`config.mk`:
```
export PLATFORM = sky130hd
export DESIGN_NAME = mem_port_arbiter
export DESIGN_NICKNAME = d
export VERILOG_FILES = /design/src/rtl/mem_port_arbiter.sv
export SDC_FILE = /design/constraint.sdc
export NUM_CORES = 1
export LEC_CHECK = 0
export BUFFER_PORTS_ARGS = -buffer_cell sky130_fd_sc_hd__buf_2
export CORE_MARGIN = 1
export CORE_UTILIZATION = 39
export CTS_CLUSTER_SIZE = 12
export DETAILED_ROUTE_END_ITERATION = 10
export MAX_ROUTING_LAYER = met4
export PLACE_DENSITY_LB_ADDON = 0.25
export SETUP_SLACK_MARGIN = 0.02
export SLEW_MARGIN = 15
export SYNTH_ARGS = -nofsm -noshare
export SYNTH_HDL_FRONTEND = slang
export SYNTH_SLANG_ARGS = --single-unit
```
`constraint.sdc`:
```
create_clock -name clk -period 1.3 [get_ports clk]
set_input_delay 0.065 -clock clk [delete_from_list [all_inputs] [get_ports clk]]
set_output_delay 0.065 -clock clk [all_outputs]
set_load 0.01 [all_outputs]
```
`src/rtl/mem_port_arbiter.sv`:
```
// mem_port_arbiter
//   Shares one 2**AW x DW two-port memory (async read, sync write) between two
//   requesters with round-robin arbitration, and adds a clear engine that
//   overwrites every address with CLR_VALUE, taking priority over both clients.
//
// Ports
//   clk, reset            : clock, synchronous active-high reset
//   clr_start             : request a full-memory clear (honoured in IDLE only)
//   clr_busy, clr_done    : sweep in progress / one-cycle pulse after last write
//   reqN, weN, addrN,
//   wdataN                : requester N access (held until granted)
//   gntN                  : combinational grant, access happens this cycle
//   rvalidN, rdataN       : registered read data, one cycle after a read grant
//   mem_ra, mem_wa,
//   mem_write, mem_d      : memory read address / write port
//   mem_q                 : memory async read data
module mem_port_arbiter #(
  parameter int AW = 9,
  parameter int DW = 20,
  parameter logic [DW-1:0] CLR_VALUE = '0
) (
  input  logic          clk,
  input  logic          reset,
  input  logic          clr_start,
  output logic          clr_busy,
  output logic          clr_done,
  input  logic          req0,
  input  logic          req1,
  input  logic          we0,
  input  logic          we1,
  input  logic [AW-1:0] addr0,
  input  logic [AW-1:0] addr1,
  input  logic [DW-1:0] wdata0,
  input  logic [DW-1:0] wdata1,
  output logic          gnt0,
  output logic          gnt1,
  output logic          rvalid0,
  output logic          rvalid1,
  output logic [DW-1:0] rdata0,
  output logic [DW-1:0] rdata1,
  output logic [AW-1:0] mem_ra,
  output logic [AW-1:0] mem_wa,
  output logic          mem_write,
  output logic [DW-1:0] mem_d,
  input  logic [DW-1:0] mem_q
);

  typedef enum logic {ST_IDLE, ST_CLEAR} state_t;

  state_t        state_q, state_d;
  logic [AW-1:0] clr_addr_q, clr_addr_d;
  logic          last_grant_q, last_grant_d;   // 1 = requester 1 was granted last
  logic          clr_busy_q, clr_busy_d;
  logic          clr_done_q, clr_done_d;
  logic          rvalid0_q, rvalid0_d;
  logic          rvalid1_q, rvalid1_d;
  logic [DW-1:0] rdata0_q, rdata0_d;
  logic [DW-1:0] rdata1_q, rdata1_d;

  always_comb begin
    gnt0         = 1'b0;
    gnt1         = 1'b0;
    mem_write    = 1'b0;
    mem_ra       = '0;
    mem_wa       = '0;
    mem_d        = '0;
    state_d      = state_q;
    clr_addr_d   = clr_addr_q;
    last_grant_d = last_grant_q;
    clr_busy_d   = clr_busy_q;
    clr_done_d   = 1'b0;
    rvalid0_d    = 1'b0;
    rvalid1_d    = 1'b0;
    rdata0_d     = rdata0_q;
    rdata1_d     = rdata1_q;

    // Reset holds the memory port quiet so nothing is written while it is high.
    if (!reset) begin
      case (state_q)
        ST_IDLE: begin
          if (clr_start) begin
            // The start cycle itself is a dead cycle: no grants, no writes.
            state_d    = ST_CLEAR;
            clr_addr_d = '0;
            clr_busy_d = 1'b1;
          end else begin
            // On a tie, whoever was not granted last wins.
            gnt0 = req0 && (!req1 || last_grant_q);
            gnt1 = req1 && (!req0 || !last_grant_q);
          end
        end
        ST_CLEAR: begin
          mem_write  = 1'b1;
          mem_wa     = clr_addr_q;
          mem_d      = CLR_VALUE;
          clr_addr_d = clr_addr_q + 1'b1;   // wraps to 0 after the last address
          if (clr_addr_q == {AW{1'b1}}) begin
            state_d    = ST_IDLE;
            clr_busy_d = 1'b0;
            clr_done_d = 1'b1;
          end
        end
        default: state_d = ST_IDLE;
      endcase

      if (gnt0) begin
        last_grant_d = 1'b0;
        if (we0) begin
          mem_write = 1'b1;
          mem_wa    = addr0;
          mem_d     = wdata0;
        end else begin
          mem_ra    = addr0;
          rvalid0_d = 1'b1;
          rdata0_d  = mem_q;
        end
      end

      if (gnt1) begin
        last_grant_d = 1'b1;
        if (we1) begin
          mem_write = 1'b1;
          mem_wa    = addr1;
          mem_d     = wdata1;
        end else begin
          mem_ra    = addr1;
          rvalid1_d = 1'b1;
          rdata1_d  = mem_q;
        end
      end
    end
  end

  always_ff @(posedge clk) begin
    if (reset) begin
      state_q      <= ST_IDLE;
      clr_addr_q   <= '0;
      last_grant_q <= 1'b1;
      clr_busy_q   <= 1'b0;
      clr_done_q   <= 1'b0;
      rvalid0_q    <= 1'b0;
      rvalid1_q    <= 1'b0;
      rdata0_q     <= '0;
      rdata1_q     <= '0;
    end else begin
      state_q      <= state_d;
      clr_addr_q   <= clr_addr_d;
      last_grant_q <= last_grant_d;
      clr_busy_q   <= clr_busy_d;
      clr_done_q   <= clr_done_d;
      rvalid0_q    <= rvalid0_d;
      rvalid1_q    <= rvalid1_d;
      rdata0_q     <= rdata0_d;
      rdata1_q     <= rdata1_d;
    end
  end

  assign clr_busy = clr_busy_q;
  assign clr_done = clr_done_q;
  assign rvalid0  = rvalid0_q;
  assign rvalid1  = rvalid1_q;
  assign rdata0   = rdata0_q;
  assign rdata1   = rdata1_q;

endmodule

```
; ---- Word level (Yosys, flattened, before mapping)
; Index checks and enable logic that the tools add are counted.
[totals]
input_bits = 85
output_inout_bits = 85
wordCells = 73
reg_bits = 55
[op_classes]
bitwise = 5
add_sub_neg = 1
n_mux = 41
reduce_logical = 14
eq_ne = 3
[op_table]
columns = op, count
row1 = $mux W9, 12
row2 = $mux W20, 5
row3 = $mux W1, 21
row4 = $pmux W9 S2, 1
row5 = $add A9 B1 Y9 const B, 1
row6 = $eq A9 B9 Y1 const B, 1
row7 = $reduce_or A2 Y1, 4
row8 = $reduce_and A2 Y1, 3
row9 = $not A1 Y1, 5
row10 = $pmux W1 S2, 2
row11 = $logic_not A1 Y1, 3
row12 = $logic_and A1 B1 Y1, 2
row13 = $logic_or A1 B1 Y1, 2
row14 = $ne A2 B1 Y1 const B, 1
row15 = $ne A2 B2 Y1 const B, 1

; ---- Depth between registers and ports, before layout
[depth]
depth_word = 10
mapped_depth = 7
depth_no_buf = 7

; ---- Worst setup path after synthesis
; No wires, ideal clock.
[synth_timing]
kind = register to output
start = register state_q
end = output port mem_wa[0]
stages_incl_launch_ff = 6
setup_slack_ns = -0.183
required_ns = 1.235
arrival_time_ns = 1.418
n_path_buf = 1
path_cell_list = dfxtp_1 -> buf_2 -> nor3b_4 -> and3_2 -> nor2_4 -> a2111oi_2
[synth_between]
elab_chain_cells = 6
elab_cells_between_ends = 10
classes_between = mux: 10
[synth_rtl]
columns = element, line
row1 = "start, declared", 50  ; state_t state_q, state_d;
row2 = "start signal, assigned", 146  ; state_q <= state_d;
row3 = $mux W9 or $mux W1 (tied branches), 79  ; case (state_q)
row4 = $mux W9 or $mux W1 (tied branches), "108, 78"
row5 = $mux W9, 106  ; if (gnt0) begin
row6 = $mux W9, 121  ; if (we1) begin
row7 = $mux W9 *, 119  ; if (gnt1) begin
row8 = $mux W9 *, 78  ; if (!reset) begin
row9 = "end, declared", 42  ; output logic [AW-1:0] mem_wa,
; Mark *: on every way between the ends. The rest lies on a longest branch, timed or not. The select of a mux whose other input is x is not followed.

; ---- Worst setup path in the final report
[layout_timing]
start = register state_q
end = output port mem_wa[3]
; The elaborated chain is that of the path after synthesis.

==> impl_metrics.json <==
{
  "run_status": "finished with violations",
  "failed_checks": "negative hold slack, negative setup slack",
  "drt_iter0_drc": 170,
  "synth_edf_count": 0,
  "crit_type": "reg2out",
  "hold_viol_final": 2,
  "timing.rr.start": "state_q",
  "grt_pass1_vias": 3175,
  "dp.cells": 632,
  "root_buffer": "clkbuf_8",
  "synth_top_cells_by_area": "dfxtp_1, nand2_1, a21oi_1",
  "layout-drive-gt1-share_pct": 66.6,
  "synth_top_family_by_area": "simple AND/OR/NAND/NOR gates",
  "peakVddDrop_uv": 637,
  "min_to": "rdata1[4]",
  "timing.clock.skew_ns": 0.00870,
  "synth.top_cells.by_count": "nand2_1, dfxtp_1, a21oi_1, nor2_1, a22oi_1",
  "ys_seq_area_share_pct": 39.0,
  "clk_pin_slew_ns": 0.09,
  "hpwlAfterDp_microns": 6590,
  "power_switching_mw": 1.10,
  "area_delta_synth_final_pct": 90.0,
  "grt_util_all_layers_pct": 26.3,
  "rsz0062_at_grt": "yes",
  "swShare_pct": 28.5,
  "use_met1_pct": 32.9,
  "htree_levels": 2,
  "hold_path_class": "in2reg",
  "cp.required_ns": 1.24,
  "fin_ws_ns": -0.611,
  "busiest_layer": "met2",
  "p_clk_share_pct": 29.7,
  "ys_warn_count": 0,
  "min_from": "mem_q[4]",
  "layout_min_cycle_time_ns": 1.91,
  "synth_compound_area_share_pct": 22.7,
  "yosysTopAreaCell": "dfxtp_1",
  "ant_nets": 0,
  "reg2reg_depth": 10,
  "p_seq_share_pct": 45.7,
  "slew_headroom_pct": 69.5,
  "yosys.area_share.simple_pct": 31.8,
  "worst-endpoint-arrival_ns": 1.85,
  "layout.cells.non_filler": 676,
  "core_area_sq_um": 6910,
  "die_h_microns": 87.1,
  "tightest_slew_ns": 0.458,
  "whs_ns": -0.00258,
  "slew_viol_final": 0,
  "avgViaCountPerCell": 5.32,
  "grt_max_degree": 28,
  "final_nets": 667,
  "routed_wl_microns": 11100,
  "ys.flop_type": "dfxtp_1",
  "synth.most_common_cell": "nand2_1",
  "rows": 30,
  "start_util_pct": 40.9,
  "synth_xor_area_share_pct": 0,
  "synth_adder_area_share_pct": 0.886,
  "cts.path.max_buffers": 2,
  "fmax_mhz": 523,
  "power.leakage_nw": 2.34,
  "r2r_slack_ns": -0.42,
  "io_pins": 170,
  "async_flop_share_pct": 0,
  "first_pass_iters": 4,
  "maxCapViolCount": 0,
  "wl_per_cell_microns": 16.4,
  "clock_latency_ns": 0.32,
  "antenna_found_initial": 0,
  "fin_util_pct": 77.7,
  "setup_viol": 91,
  "gr-usage-met2_pct": 45.6,
  "start_kind": "flop",
  "synth_cell_types": 35,
  "cts_tree": "done",
  "cts.sinks": 55,
  "diodes": 0,
  "power.density_nw_per_um2": 716,
  "synth.mux.area_fraction_pct": 0.354,
  "gr-total-overflow": 0,
  "port_buffers": 169,
  "synthesis.area_sq_um": 2820,
  "min_period_over_period_pct": 147,
  "syn_nets": 451,
  "drc": 0,
  "vias": 3597,
  "die-area_sq_um": 7590,
  "min_delay_path_depth": 3,
  "postSynthCellCount": 364,
  "place_congestion": 0.957,
  "p_int_mw": 2.75,
  "pwr-share-comb_pct": 24.6,
  "synth_top_area_share_pct": 39.0,
  "r2r_end": "rdata1[19]",
  "grt_use_met3_pct": 3.13,
  "cp_max_fo": 5,
  "syn_area_per_cell_sq_um": 7.76,
  "ys_ff_latch": 55,
  "dieWidth_microns": 87.1,
  "grt_pass1_wl_microns": 15100,
  "cp-end-kind": "output port",
  "cts_buffers": 5
}
==> per-stage QoR <==
stage                     power (mW)  instance area [sq um]  worst slack [ns]  setup TNS, ns
final                           3.84                   5370            -0.611         -31.80
after global routing            3.98                   5370            -0.658         -37.34
after CTS                       3.65                   4690            -0.563         -32.93
after detailed placement        2.42                   4070            -0.320         -15.43
after global placement          2.41                   4070            -0.306         -13.46
after floorplan                 2.10                   2960            -0.150          -4.45
==> routing by layer <==
metal	part of all wire [%]	up-vias	routed length, microns
li1	-	1698	-
met1	41	1722	4590
met2	51	155	5700
met4	2.2	0	240
met5	0	-	0
met3	5.2	22	574
==> sequential cells by signal, summed over array words and instances, names as in the netlist <==
register and cells:
rdata1 20, clr_busy 1, last_grant_q 1, state_q 1
rvalid1 1, rvalid0 1, rdata0 20, clr_done 1
clr_addr_q 9
==> power by group through the flow <==
| stage | Combinational (mW) | Clock, mW | Sequential [mW] |
|---|---|---|---|
| after floorplan | 0.300 | 0 | 1.80 |
| after global placement | 0.627 | 0 | 1.79 |
| after detailed placement | 0.636 | 0 | 1.79 |
| after CTS | 0.773 | 1.13 | 1.75 |
| after global routing | 1.00 | 1.21 | 1.76 |
| final | 0.944 | 1.14 | 1.76 |
==> cells by family (layout without fill, tap and decap cells) <==
| kind of cell | after synthesis | count (layout) |
|---|---|---|
| AOI/OAI and AO/OA | 93 | 93 |
| adders and majority gates | 2 | 2 |
| buffers and inverters | 29 | 244 |
| DFF | 55 | 55 |
| muxes | 1 | 1 |
| and+or+nand+nor | 184 | 185 |
==> layout by cell type (no fill, tap or decap), types with 6 or more instances in the layout <==
master and instances:
a21oi_2 44, a22oi_2 9, a2111oi_4 9, a22oi_1 20, nor2_1 44, buf_12 9, buf_4 27, buf_8 6
nand2_2 12, nand2_1 51, nand2_4 34, buf_6 14, nor2_4 12, a21oi_1 6, buf_2 167, dfxtp_1 49
==> critical path, cell delays in order, from the launching register on <==
cell and delay [ns]:
dfxtp_4 0.38, nor3b_4 0.19, and3_4 0.22, nor2_4 0.05
buf_12 0.15, a2111oi_4 0.32, buf_2 0.21
==> how the worst max path moves through the flow <==
| stage | from | end | slack, ns | cells after the start |
|---|---|---|---|---|
| detailed placement | last_grant_q | mem_wa[1] | -0.32 | 5 |
| global placement | last_grant_q | mem_wa[0] | -0.31 | 5 |
| global route | state_q | mem_ra[4] | -0.66 | 8 |
| floorplan | state_q | mem_wa[1] | -0.15 | 5 |
| CTS | state_q | mem_wa[1] | -0.56 | 6 |
| finish | state_q | mem_wa[3] | -0.61 | 6 |
==> cell type report <==
cell class	count	area (sq um)
Multi-Input combinational cell	281	2300
Timing Repair Buffer	236	1720
Fill cell	486	1540
Sequential cell	55	1110
Tap cell	96	120
Clock buffer	5	68.8
Clock inverter	2	37.5
Inverter	1	3.75
==> repair_timing <==
item,4_1_cts,5_1_grt
pin swaps,33,87
buffers inserted,10,15
hold buffers,5,0
cloned,6,5
gates resized for setup,55,150
endpoints found under the setup margin,91,93
endpoints found under the hold margin,5,0
(Power assumes the default switching activity.)
